--- src/rtl/init_frame_pkg.sv ---
// Shared definitions for the initial-frame generator: FSM states, the 8x8 sprite ROM,
// pattern indices, LFSR taps and the toroidal index helper.
package init_frame_pkg;

    typedef enum logic [1:0] {
        IDLE,
        STREAM,
        DONE
    } state_t;

    localparam logic [2:0] PAT_BLANK   = 3'd0;
    localparam logic [2:0] PAT_BEEHIVE = 3'd1;
    localparam logic [2:0] PAT_TOAD    = 3'd2;
    localparam logic [2:0] PAT_MWSS    = 3'd3;
    localparam logic [2:0] PAT_GLIDER  = 3'd4;
    localparam logic [2:0] PAT_BLINKER = 3'd5;

    // x^32 + x^22 + x^2 + x + 1 for a left-shifting Fibonacci register.
    localparam logic [31:0] LFSR_TAPS_32 = 32'h8020_0003;

    // SPRITE[pattern][row]: bit c of each row byte is column c.
    localparam logic [7:0] SPRITE [8][8] = '{
        '{8'h00, 8'h00, 8'h00, 8'h00, 8'h00, 8'h00, 8'h00, 8'h00},  // blank
        '{8'h06, 8'h09, 8'h06, 8'h00, 8'h00, 8'h00, 8'h00, 8'h00},  // beehive
        '{8'h0E, 8'h07, 8'h00, 8'h00, 8'h00, 8'h00, 8'h00, 8'h00},  // toad
        '{8'h04, 8'h11, 8'h20, 8'h21, 8'h3E, 8'h00, 8'h00, 8'h00},  // middleweight spaceship
        '{8'h02, 8'h04, 8'h07, 8'h00, 8'h00, 8'h00, 8'h00, 8'h00},  // glider
        '{8'h07, 8'h00, 8'h00, 8'h00, 8'h00, 8'h00, 8'h00, 8'h00},  // blinker
        '{8'h00, 8'h00, 8'h00, 8'h00, 8'h00, 8'h00, 8'h00, 8'h00},
        '{8'h00, 8'h00, 8'h00, 8'h00, 8'h00, 8'h00, 8'h00, 8'h00}
    };

    // (a - b) mod n for 0 <= a < n and 0 <= b < 2n; an offset port is at most
    // 2^clog2(n)-1, so two conditional corrections always suffice.
    function automatic int wrap_diff(input int a, input int b, input int n);
        int d;
        d = a - b;
        if (d < 0) d = d + n;
        if (d < 0) d = d + n;
        return d;
    endfunction

endpackage

--- src/rtl/init_frame_gen_lfsr.sv ---
// Fibonacci LFSR random source with synchronous reseed; a zero load value falls back to SEED.
module lfsr
    import init_frame_pkg::*;
#(
    parameter int           W    = 32,
    parameter logic [W-1:0] TAPS = LFSR_TAPS_32,
    parameter logic [W-1:0] SEED = 32'hACE1_2468
) (
    input  logic         clk,
    input  logic         reset,
    input  logic         load,
    input  logic [W-1:0] load_val,
    input  logic         en,
    output logic [W-1:0] q
);

    // NOTE: sequential state uses non-blocking assignments so every register samples pre-edge values.
    always_ff @(posedge clk) begin
        if (reset) begin
            q <= SEED;
        end else if (load) begin
            // The all-zero state would lock the register, so it is never loaded.
            q <= (load_val == '0) ? SEED : load_val;
        end else if (en) begin
            q <= {q[W-2:0], ^(q & TAPS)};
        end
    end

endmodule

--- src/rtl/init_frame_gen.sv ---
// Streams one ROWS x COLS initial board, row by row over a valid/ready handshake,
// filled either from an LFSR or from a toroidally placed 8x8 sprite.
module init_frame_gen
    import init_frame_pkg::*;
#(
    parameter int                ROWS   = 16,
    parameter int                COLS   = 16,
    parameter int                LFSR_W = 32,
    parameter logic [LFSR_W-1:0] SEED   = 32'hACE1_2468
) (
    input  logic                    clk,
    input  logic                    reset,
    input  logic                    start,
    input  logic                    random,
    input  logic [2:0]              pattern_sel,
    input  logic [$clog2(ROWS)-1:0] row_off,
    input  logic [$clog2(COLS)-1:0] col_off,
    input  logic                    seed_load,
    input  logic [LFSR_W-1:0]       seed_val,
    output logic                    row_valid,
    input  logic                    row_ready,
    output logic [$clog2(ROWS)-1:0] row_idx,
    output logic [COLS-1:0]         row_data,
    output logic                    busy,
    output logic                    done
);

    localparam int RW = $clog2(ROWS);
    localparam int CW = $clog2(COLS);

    state_t          state;
    logic [RW-1:0]   row_cnt;
    logic            cap_random;
    logic [2:0]      cap_sel;
    logic [RW-1:0]   cap_row_off;
    logic [CW-1:0]   cap_col_off;
    logic [LFSR_W-1:0] lfsr_q;

    logic accept;
    logic lfsr_en;

    assign accept  = row_valid && row_ready;
    assign lfsr_en = (state == IDLE) || accept;
    assign row_idx = row_cnt;

    lfsr #(
        .W    (LFSR_W),
        .TAPS (LFSR_TAPS_32[LFSR_W-1:0]),
        .SEED (SEED)
    ) u_lfsr (
        .clk      (clk),
        .reset    (reset),
        .load     (seed_load),
        .load_val (seed_val),
        .en       (lfsr_en),
        .q        (lfsr_q)
    );

    // Narrow boards only look at the low LFSR bits; the rest is intentionally unread.
    logic unused_lfsr_bits;
    assign unused_lfsr_bits = ^lfsr_q;

    always_ff @(posedge clk) begin
        if (reset) begin
            state       <= IDLE;
            row_cnt     <= '0;
            cap_random  <= 1'b0;
            cap_sel     <= '0;
            cap_row_off <= '0;
            cap_col_off <= '0;
            row_valid   <= 1'b0;
            busy        <= 1'b0;
            done        <= 1'b0;
        end else begin
            case (state)
                IDLE: begin
                    if (start) begin
                        cap_random  <= random;
                        cap_sel     <= pattern_sel;
                        cap_row_off <= row_off;
                        cap_col_off <= col_off;
                        row_cnt     <= '0;
                        row_valid   <= 1'b1;
                        busy        <= 1'b1;
                        state       <= STREAM;
                    end
                end
                STREAM: begin
                    if (accept) begin
                        if (row_cnt == RW'(ROWS - 1)) begin
                            row_cnt   <= '0;
                            row_valid <= 1'b0;
                            done      <= 1'b1;
                            state     <= DONE;
                        end else begin
                            row_cnt <= row_cnt + RW'(1);
                        end
                    end
                end
                DONE: begin
                    done  <= 1'b0;
                    busy  <= 1'b0;
                    state <= IDLE;
                end
                default: begin
                    row_valid <= 1'b0;
                    busy      <= 1'b0;
                    done      <= 1'b0;
                    state     <= IDLE;
                end
            endcase
        end
    end

    // Rows are formed combinationally from the captured request so data appears with row_valid.
    // NOTE: every always_comb output gets a default before any branch, so no latch is inferred.
    always_comb begin : row_gen
        int rr;
        int cc;
        row_data = '0;
        rr = wrap_diff(int'(row_cnt), int'(cap_row_off), ROWS);
        cc = 0;
        if (row_valid) begin
            for (int c = 0; c < COLS; c++) begin
                cc = wrap_diff(c, int'(cap_col_off), COLS);
                if (cap_random) begin
                    row_data[c] = lfsr_q[c % LFSR_W];
                end else if (rr < 8 && cc < 8) begin
                    row_data[c] = SPRITE[cap_sel][rr[2:0]][cc[2:0]];
                end
            end
        end
    end

endmodule

--- config.mk ---
export PLATFORM = sky130hd
export DESIGN_NAME = init_frame_gen
export DESIGN_NICKNAME = d
export VERILOG_FILES = /design/src/rtl/init_frame_pkg.sv /design/src/rtl/init_frame_gen_lfsr.sv /design/src/rtl/init_frame_gen.sv
export SDC_FILE = /design/constraint.sdc
export NUM_CORES = 1
export LEC_CHECK = 0
export ABC_AREA = 0
export BUFFER_PORTS_ARGS = -buffer_cell sky130_fd_sc_hd__buf_4
export CORE_MARGIN = 2
export CORE_UTILIZATION = 45
export CTS_CLUSTER_DIAMETER = 80
export DETAILED_ROUTE_END_ITERATION = 6
export GPL_TIMING_DRIVEN = 0
export PLACE_DENSITY = 0.68
export SETUP_SLACK_MARGIN = 0.3
export SKIP_CTS_REPAIR_TIMING = 1
export SLEW_MARGIN = 0
export SYNTH_ARGS = -nofsm -noshare
export SYNTH_HDL_FRONTEND = slang
export SYNTH_SLANG_ARGS = --single-unit
--- constraint.sdc ---
create_clock -name clk -period 4.7 [get_ports clk]
set_input_delay 0.47 -clock clk [delete_from_list [all_inputs] [get_ports clk]]
set_output_delay 0.47 -clock clk [all_outputs]
set_load 0.01 [all_outputs]
==> reports/qor.txt, run 1 <==
STA
---------------------------------------------------------------------------------
Final hold violations                                                           0
RSZ-0062 raised after global routing                                        false
Final number of setup-violating endpoints                                       0
Fin Hold WS                                                              0.369 ns
Final clock period utilization by the worst path                            87.9%
Worst max-slew margin expressed relative to the limit                       58.2%
Top achievable clock speed                                              0.242 GHz
Slew of the pin with the lowest slew margin                              0.625 ns
Final-report max-slew violation count                                           0
Sum of negative setup slack                                                  0 ns
Worst-case clock skew                                                  0.00560 ns
Post-layout minimum cycle time                                            4.13 ns

WORST SETUP PATH
---------------------------------------------------------------------------------
Register-to-register path setup slack                                     2.66 ns
Critical-path cell with the highest stage delay                              fa_1
Critical path data required time                                          4.23 ns
Critical Path Most Common Cell                                              inv_1
Critical Path End                                                     row_data[0]
Crit path DAT                                                             3.66 ns
Worst reg2reg endpoint                                               u_lfsr.q[26]
Longest individual stage delay on the worst path                          0.52 ns
Critical Path End Type                                                 output pin
Stages on the worst setup path                                                 11
Buffers plus inverters on the worst setup path                                  3
Worst setup path category                                            flop to output pin
Startpoint types                                                             flop
Launching instance or port of the critical path                        row_idx[0]
FF-to-FF Start                                                          row_valid
FF-to-FF path depth                                                             6
Crit path cell chain                                                 inv_1 > ha_1 > inv_1 > fa_1 > or3b_4 > o31ai_2 > a31oi_1 > a21oi_1 > a41oi_1 > a221oi_1 > buf_4
Cell family with the largest share of critical-path delay            compound AO/OA/AOI/OAI gates
Peak fanout along the critical path                                             7

GLOBAL ROUTE
---------------------------------------------------------------------------------
Overflow left after global routing                                              0
Initial antenna violation count                                                 0
Global-route wire length before repair                                  16,300 um
GRT Total Usage                                                             23.9%
Via count of the first global-routing pass                                  3,422
Maximum number of pins on one net before global-route repair                   16

SYNTHESIS
---------------------------------------------------------------------------------
Main synth FF type                                                        dfxtp_1
Leading cell types by total area after synthesis                     dfxtp_1 31%, nand2_1 6.5%, ha_1 5.8%, a221oi_1 4.6%, a21oi_1 4.2%
Netlist area before placement                                            3460 um2
Gate Count Post-Synth                                                         442
Distinct cell type count of the synthesized netlist                            56
Seq cells post-synth                                                           53
Share of the yosys chip area belonging to registers                         30.7%
Mean cell area of the mapped netlist                                     7.82 um2
Synth top area share                                                        30.7%
Synth warnings                                                                  0
Nets in the synthesized netlist                                               508
Cell type contributing the most total cell area after synthesis           dfxtp_1
Ys async rst share                                                             0%
Number of enable flip-flop cells after synthesis                                0

DETAILED ROUTING
---------------------------------------------------------------------------------
Starting DRC count in detailed routing                                        241
Drt total wl                                                            10,400 um
DRC                                                                             0
Number of detailed-route iterations in the first pass                           5
Antenna-violating nets left                                                     0
Number of vias after detailed routing                                       3,719
Number of vias per cell                                                      6.01
Avg WL per Cell                                                           16.7 um

CLOCK NETWORK
---------------------------------------------------------------------------------
Number of H-tree branching levels                                               2
Clock buffer count from CTS                                                     5
Longest Clk Path Bufs                                                           2
CTS tree                                                                    built
Clock net sink count                                                           53
Clock root buffer                                                        clkbuf_8
Clock Latency Late Sink                                                   0.30 ns
Register clock-pin slew on the reported worst setup and hold paths        0.09 ns

FINISH
---------------------------------------------------------------------------------
Layout Area Growth over Synthesis                                           21.7%
Fraction of layout cells with a size suffix above 1                         18.5%
Ant diodes                                                                      0
Total Nets Final                                                              585

PLACE
---------------------------------------------------------------------------------
Count of buffers from port buffering                                           70
Global placer's final weighted congestion                                   0.901
Post-detailed-placement half-perimeter wirelength                         8120 um

STATUS
---------------------------------------------------------------------------------
Outcome                                                              finished clean

DIE
---------------------------------------------------------------------------------
Starting density of the core                                                47.1%
Floorplan die width                                                       91.6 um
Placeable core area                                                      7330 um2
Die area                                                                 8400 um2
Height of the die                                                         91.6 um
Row count                                                                      31
Number of placed I/O pins                                                      72

PWR
---------------------------------------------------------------------------------
Maximum ir drop on the vdd rail                                            181 uV
P per Cell Area                                                        263 nW/um2
P_leak                                                                    1.66 nW

HOLD PATH
---------------------------------------------------------------------------------
Type of the worst min-delay path                                     input port to flop

RUN
---------------------------------------------------------------------------------
Max-capacitance violation count                                                 0

-- cell families after synthesis --
family | synth area share [%]
DFF | 30.7
muxes | 3.33
AOI/OAI and AO/OA | 24.0
xor gates and xnor gates | 4.53
and+or+nand+nor | 25.7
adders and majority gates | 6.37
buffers and inverters | 5.32
-- cell usage after synthesis (6+ instances only) --
master	count
clkbuf_1	20
inv_1	18
o21ai_0	8
mux2i_1	7
nand3_1	23
nor4_1	9
a21oi_1	29
xnor2_1	8
a221oi_1	18
nand2_1	60
o221ai_1	14
nand4_1	9
o211ai_1	6
nor2b_1	9
ha_1	16
xor2_1	8
dfxtp_1	53
nor2_1	36
nor3_1	26
-- routing by layer --
layer | track usage, % | wire length [um]
met1 | 31.6 | 4510
met2 | 40.6 | 5050
met3 | 2.71 | 614
met4 | 7.45 | 184
met5 | 0 | 0
-- cells in the final DEF (no fill, tap or decap), types with 9 or more instances in the layout --
cell type and count:
ha_1 16, nor4_1 9, nand3_1 23, a21oi_1 29
nand2_1 60, a221oi_1 18, inv_1 18, buf_4 70
dfxtp_1 53, clkbuf_1 20, o221ai_1 14, nor2b_1 9
nand4_1 9, nor3_1 26, nor2_1 36
-- metrics by stage --
| stage | utilization, % | area [um2] | setup WS, ns | power [mW] | std cells |
|---|---|---|---|---|---|
| 5_1_grt | 57.4 | 4210 | 0.410 | 1.16 | 619 |
| 3_3_place_gp | 56.0 | 4110 | 1.05 | 0.825 | 611 |
| 2_1_floorplan | - | 3460 | 1.37 | 0.725 | 442 |
| 4_1_cts | 57.4 | 4210 | 0.626 | 1.11 | 619 |
| 6_report | 57.4 | 4210 | 0.568 | 1.11 | 619 |
| 3_5_place_dp | 56.0 | 4110 | 0.969 | 0.833 | 611 |
-- worst reg2reg max path, stage by stage, from the launching register on --
cell and delay, ns:
dfxtp_1 0.51, and2_1 0.26, or3_1 0.12, clkbuf_1 0.25
clkbuf_1 0.45, o221ai_1 0.27, nand3_1 0.13
-- power by group --
part	internal (mW)	switching [mW]	total [mW]
registers	0.484	0.0327	0.516
logic	0.131	0.180	0.311
clock network	0.133	0.147	0.280
-- sequential cells by signal (all words and copies together) (netlist names) --
signal	count
cap_col_off	4
done	1
cap_row_off	4
row_idx	4
cap_random	1
cap_sel	3
u_lfsr.q	32
row_valid	1
busy	1
state	2
-- layout make-up --
type	count	area [um2]
Clock buffer	7	96.3
Sequential cell	53	1060
Tap cell	99	124
Inverter	19	71.3
Fill cell	721	3120
Multi-Input combinational cell	343	2210
Timing Repair Buffer	70	526
Clock inverter	1	5.00
Buffer	27	113
-- worst min-delay path by stage --
stage          slack, ns             end  depth (start not counted)      startpoint
3_5_place_dp        0.45  cap_row_off[1]                          2  cap_row_off[1]
5_1_grt             0.37        state[1]                          2           reset
4_1_cts             0.36        state[1]                          2           reset
6_report            0.37        state[1]                          2           reset
2_1_floorplan       0.44  cap_row_off[1]                          2  cap_row_off[1]
3_3_place_gp        0.45  cap_row_off[1]                          2  cap_row_off[1]
(Power assumes the default switching activity.)
==> inputs of run 2 (changes only) <==
--- a/config.mk
+++ b/config.mk
@@ -14,2 +14,3 @@
 export GPL_TIMING_DRIVEN = 0
+export HOLD_SLACK_MARGIN = 0.03
 export PLACE_DENSITY = 0.68
--- a/constraint.sdc
+++ b/constraint.sdc
@@ -3,2 +3,2 @@
 set_output_delay 0.47 -clock clk [all_outputs]
-set_load 0.01 [all_outputs]
+set_load 0.1 [all_outputs]
==> reports/qor.txt, run 2 (synthesis results as in run 1) <==
STATUS
----------------------------------------------------------------------------------
Outcome                                                               finished clean

WORST SETUP PATH
----------------------------------------------------------------------------------
Peak fanout along the critical path                                              7   unchanged
FF-to-FF Start                                                           row_valid
Register-to-register path setup slack                                      2.68 ns   +0.02 ns
Crit path DAT                                                              3.71 ns   +0.05 ns
Critical Path End Type                                                  output pin
Worst reg2reg endpoint                                                u_lfsr.q[13]
Critical path data required time                                           4.23 ns   about the same
Worst setup path category                                             flop to output pin
FF-to-FF path depth                                                              6   unchanged
Startpoint types                                                              flop

DIE
----------------------------------------------------------------------------------
Height of the die                                                          91.6 um   unchanged
Row count                                                                       31   unchanged
Number of placed I/O pins                                                       72   unchanged
Starting density of the core                                                 47.1%   unchanged
Placeable core area                                                       7330 um2   unchanged
Die area                                                                  8400 um2   unchanged
Floorplan die width                                                        91.6 um   unchanged

HOLD PATH
----------------------------------------------------------------------------------
Hold path startpoint                                                         reset
Worst hold path endpoint                                                  state[1]
WHS Path Cells                                                                   2   unchanged
Type of the worst min-delay path                                      input port to flop

DETAILED ROUTING
----------------------------------------------------------------------------------
Avg WL per Cell                                                            17.2 um   +2.8%
Number of vias per cell                                                       5.98   -0.48%
Number of detailed-route iterations in the first pass                            5   unchanged
Number of vias after detailed routing                                        3,701   -0.48%
Starting DRC count in detailed routing                                         225   -6.6%
Antenna-violating nets left                                                      0   unchanged
DRC                                                                              0   unchanged
Drt total wl                                                             10,700 um   +2.8%

FINISH
----------------------------------------------------------------------------------
Total Nets Final                                                               585   unchanged
Count of fill cells added during filler insertion                              694   -3.7%
Layout Area Growth over Synthesis                                            23.9%
Ant diodes                                                                       0   unchanged
Highest-count cells in the layout ignoring fill and taps              70 x buf_4, 60 x nand2_1, 52 x dfxtp_1
Most common library cell in the layout ignoring fill and taps                buf_4
Final Instance Count excl. Fillers                                             619   unchanged
Sequential cell area                                                      1060 um2   +0.12%
Fraction of layout cells with a size suffix above 1                          20.0%   +1.5 points
Largest reg by FF count                                                   u_lfsr.q
Flip-flop count of the largest register, all copies and words added             32   unchanged
Area taken by multi-input logic gates                                     2270 um2   +2.6%

CLOCK NETWORK
----------------------------------------------------------------------------------
Clock buffer count from CTS                                                      5   unchanged
Clock Latency Late Sink                                                    0.31 ns   about the same
Clock root buffer                                                         clkbuf_8
Register clock-pin slew on the reported worst setup and hold paths         0.10 ns   about the same
Longest Clk Path Bufs                                                            2   unchanged
Clock net sink count                                                            53   unchanged
CTS tree                                                                     built
Number of H-tree branching levels                                                2   unchanged

PLACE
----------------------------------------------------------------------------------
Post-detailed-placement half-perimeter wirelength                          8200 um   +0.90%
Count of buffers from port buffering                                            70   unchanged
Global placer's final weighted congestion                                    0.900   -0.12%
Placed instance count                                                          611   unchanged

PWR
----------------------------------------------------------------------------------
Sequential group share of total power                                        42.8%   -3.8 points
P per Cell Area                                                         282 nW/um2   +7.3%
Switching power summed over all nets                                        419 uW   +16%
Clock power share                                                            26.9%   +1.6 points
Combinational share of power                                                 30.3%   +2.2 points
Cell Int Power                                                              791 uW   +5.7%
Switching part of the total power                                            34.6%   +2.2 points
Maximum ir drop on the vdd rail                                             173 uV   -4.2%
P_leak                                                                     1.69 nW   +1.8%
Total power draw                                                           1.21 mW   +9.2%

STA
----------------------------------------------------------------------------------
Final number of setup-violating endpoints                                        0   unchanged
Final-report max-slew violation count                                            0   unchanged
Top achievable clock speed                                               0.239 GHz   -1.1%
Final clock period utilization by the worst path                             88.9%   +0.98 points
Worst-case clock skew                                                   0.00683 ns   +0.00123 ns
Sum of negative setup slack                                                   0 ns   unchanged
RSZ-0062 raised after global routing                                         false
Worst max-slew margin expressed relative to the limit                        58.5%   +0.30 points
Slew of the pin with the lowest slew margin                               0.620 ns   -0.00452 ns
Post-layout minimum cycle time                                             4.18 ns   +0.0460 ns
Final hold violations                                                            0   unchanged

GLOBAL ROUTE
----------------------------------------------------------------------------------
GRT Total Usage                                                              25.5%   +1.7 points
Initial antenna violation count                                                  0   unchanged
Via count of the first global-routing pass                                   3,516   +2.7%
Overflow left after global routing                                               0   unchanged
Global-route wire length before repair                                   17,500 um   +7.4%
Maximum number of pins on one net before global-route repair                    16   unchanged

RUN
----------------------------------------------------------------------------------
Max-capacitance violation count                                                  0   unchanged

[run 2: area by class of cell]
| class | count | share of cell area [%] |
|---|---|---|
| multi-input cells | 343 | 53.0 |
| flip-flops and latches | 53 | 24.8 |
| repair buffers | 70 | 12.3 |
| well taps | 99 | 2.89 |
| plain buffers | 27 | 2.63 |
| clock buffers | 7 | 2.02 |
| inverters | 19 | 1.67 |
| clock inverters | 1 | 0.702 |
[run 2: worst max path at each step]
stage / start / end / slack, ns
final: row_idx[0] / row_data[8] / 0.52
after global routing: row_idx[0] / row_data[0] / 0.35
after CTS: row_idx[0] / row_data[8] / 0.55
after detailed placement: row_idx[0] / row_data[8] / 0.91
after global placement: row_idx[0] / row_data[8] / 0.90
after floorplan: row_idx[1] / row_data[8] / 0.31
[run 2: critical path: stages, from the launching register on]
cell	delay [ns]
dfxtp_2	0.41
inv_1	0.07
ha_1	0.21
inv_1	0.07
fa_1	0.50
or3b_4	0.45
o31ai_2	0.27
a31oi_1	0.12
a21oi_1	0.42
nand4_1	0.23
a311oi_4	0.33
buf_4	0.33
[run 2: stage by stage]
stage                     worst slack, ns  hold slack [ns]  cell area [um2]  util, %
final                               0.522            0.358             4280     58.4
after global routing                0.348            0.373             4280     58.4
after CTS                           0.545            0.349             4280     58.4
after detailed placement            0.906            0.451             4160     56.8
after global placement              0.905            0.448             4160     56.8
after floorplan                     0.313            0.436             3510        -
[run 2: power by group through the flow]
stage                     logic, mW  registers (mW)  clock network (mW)
after detailed placement      0.361           0.527                   0
after global placement        0.355           0.526                   0
after CTS                     0.363           0.516               0.328
after global routing          0.398           0.522               0.347
final                         0.366           0.517               0.326
after floorplan               0.249           0.530                   0
[run 2: per-layer routing]
metal / up-vias / global-route usage, % / share of wire, %
li1: 1804 / - / -
met1: 1755 / 34.2 / 45
met2: 128 / 43.4 / 49
met3: 14 / 2.63 / 4.6
met4: 0 / 7.58 / 1.3
met5: - / 0 / 0
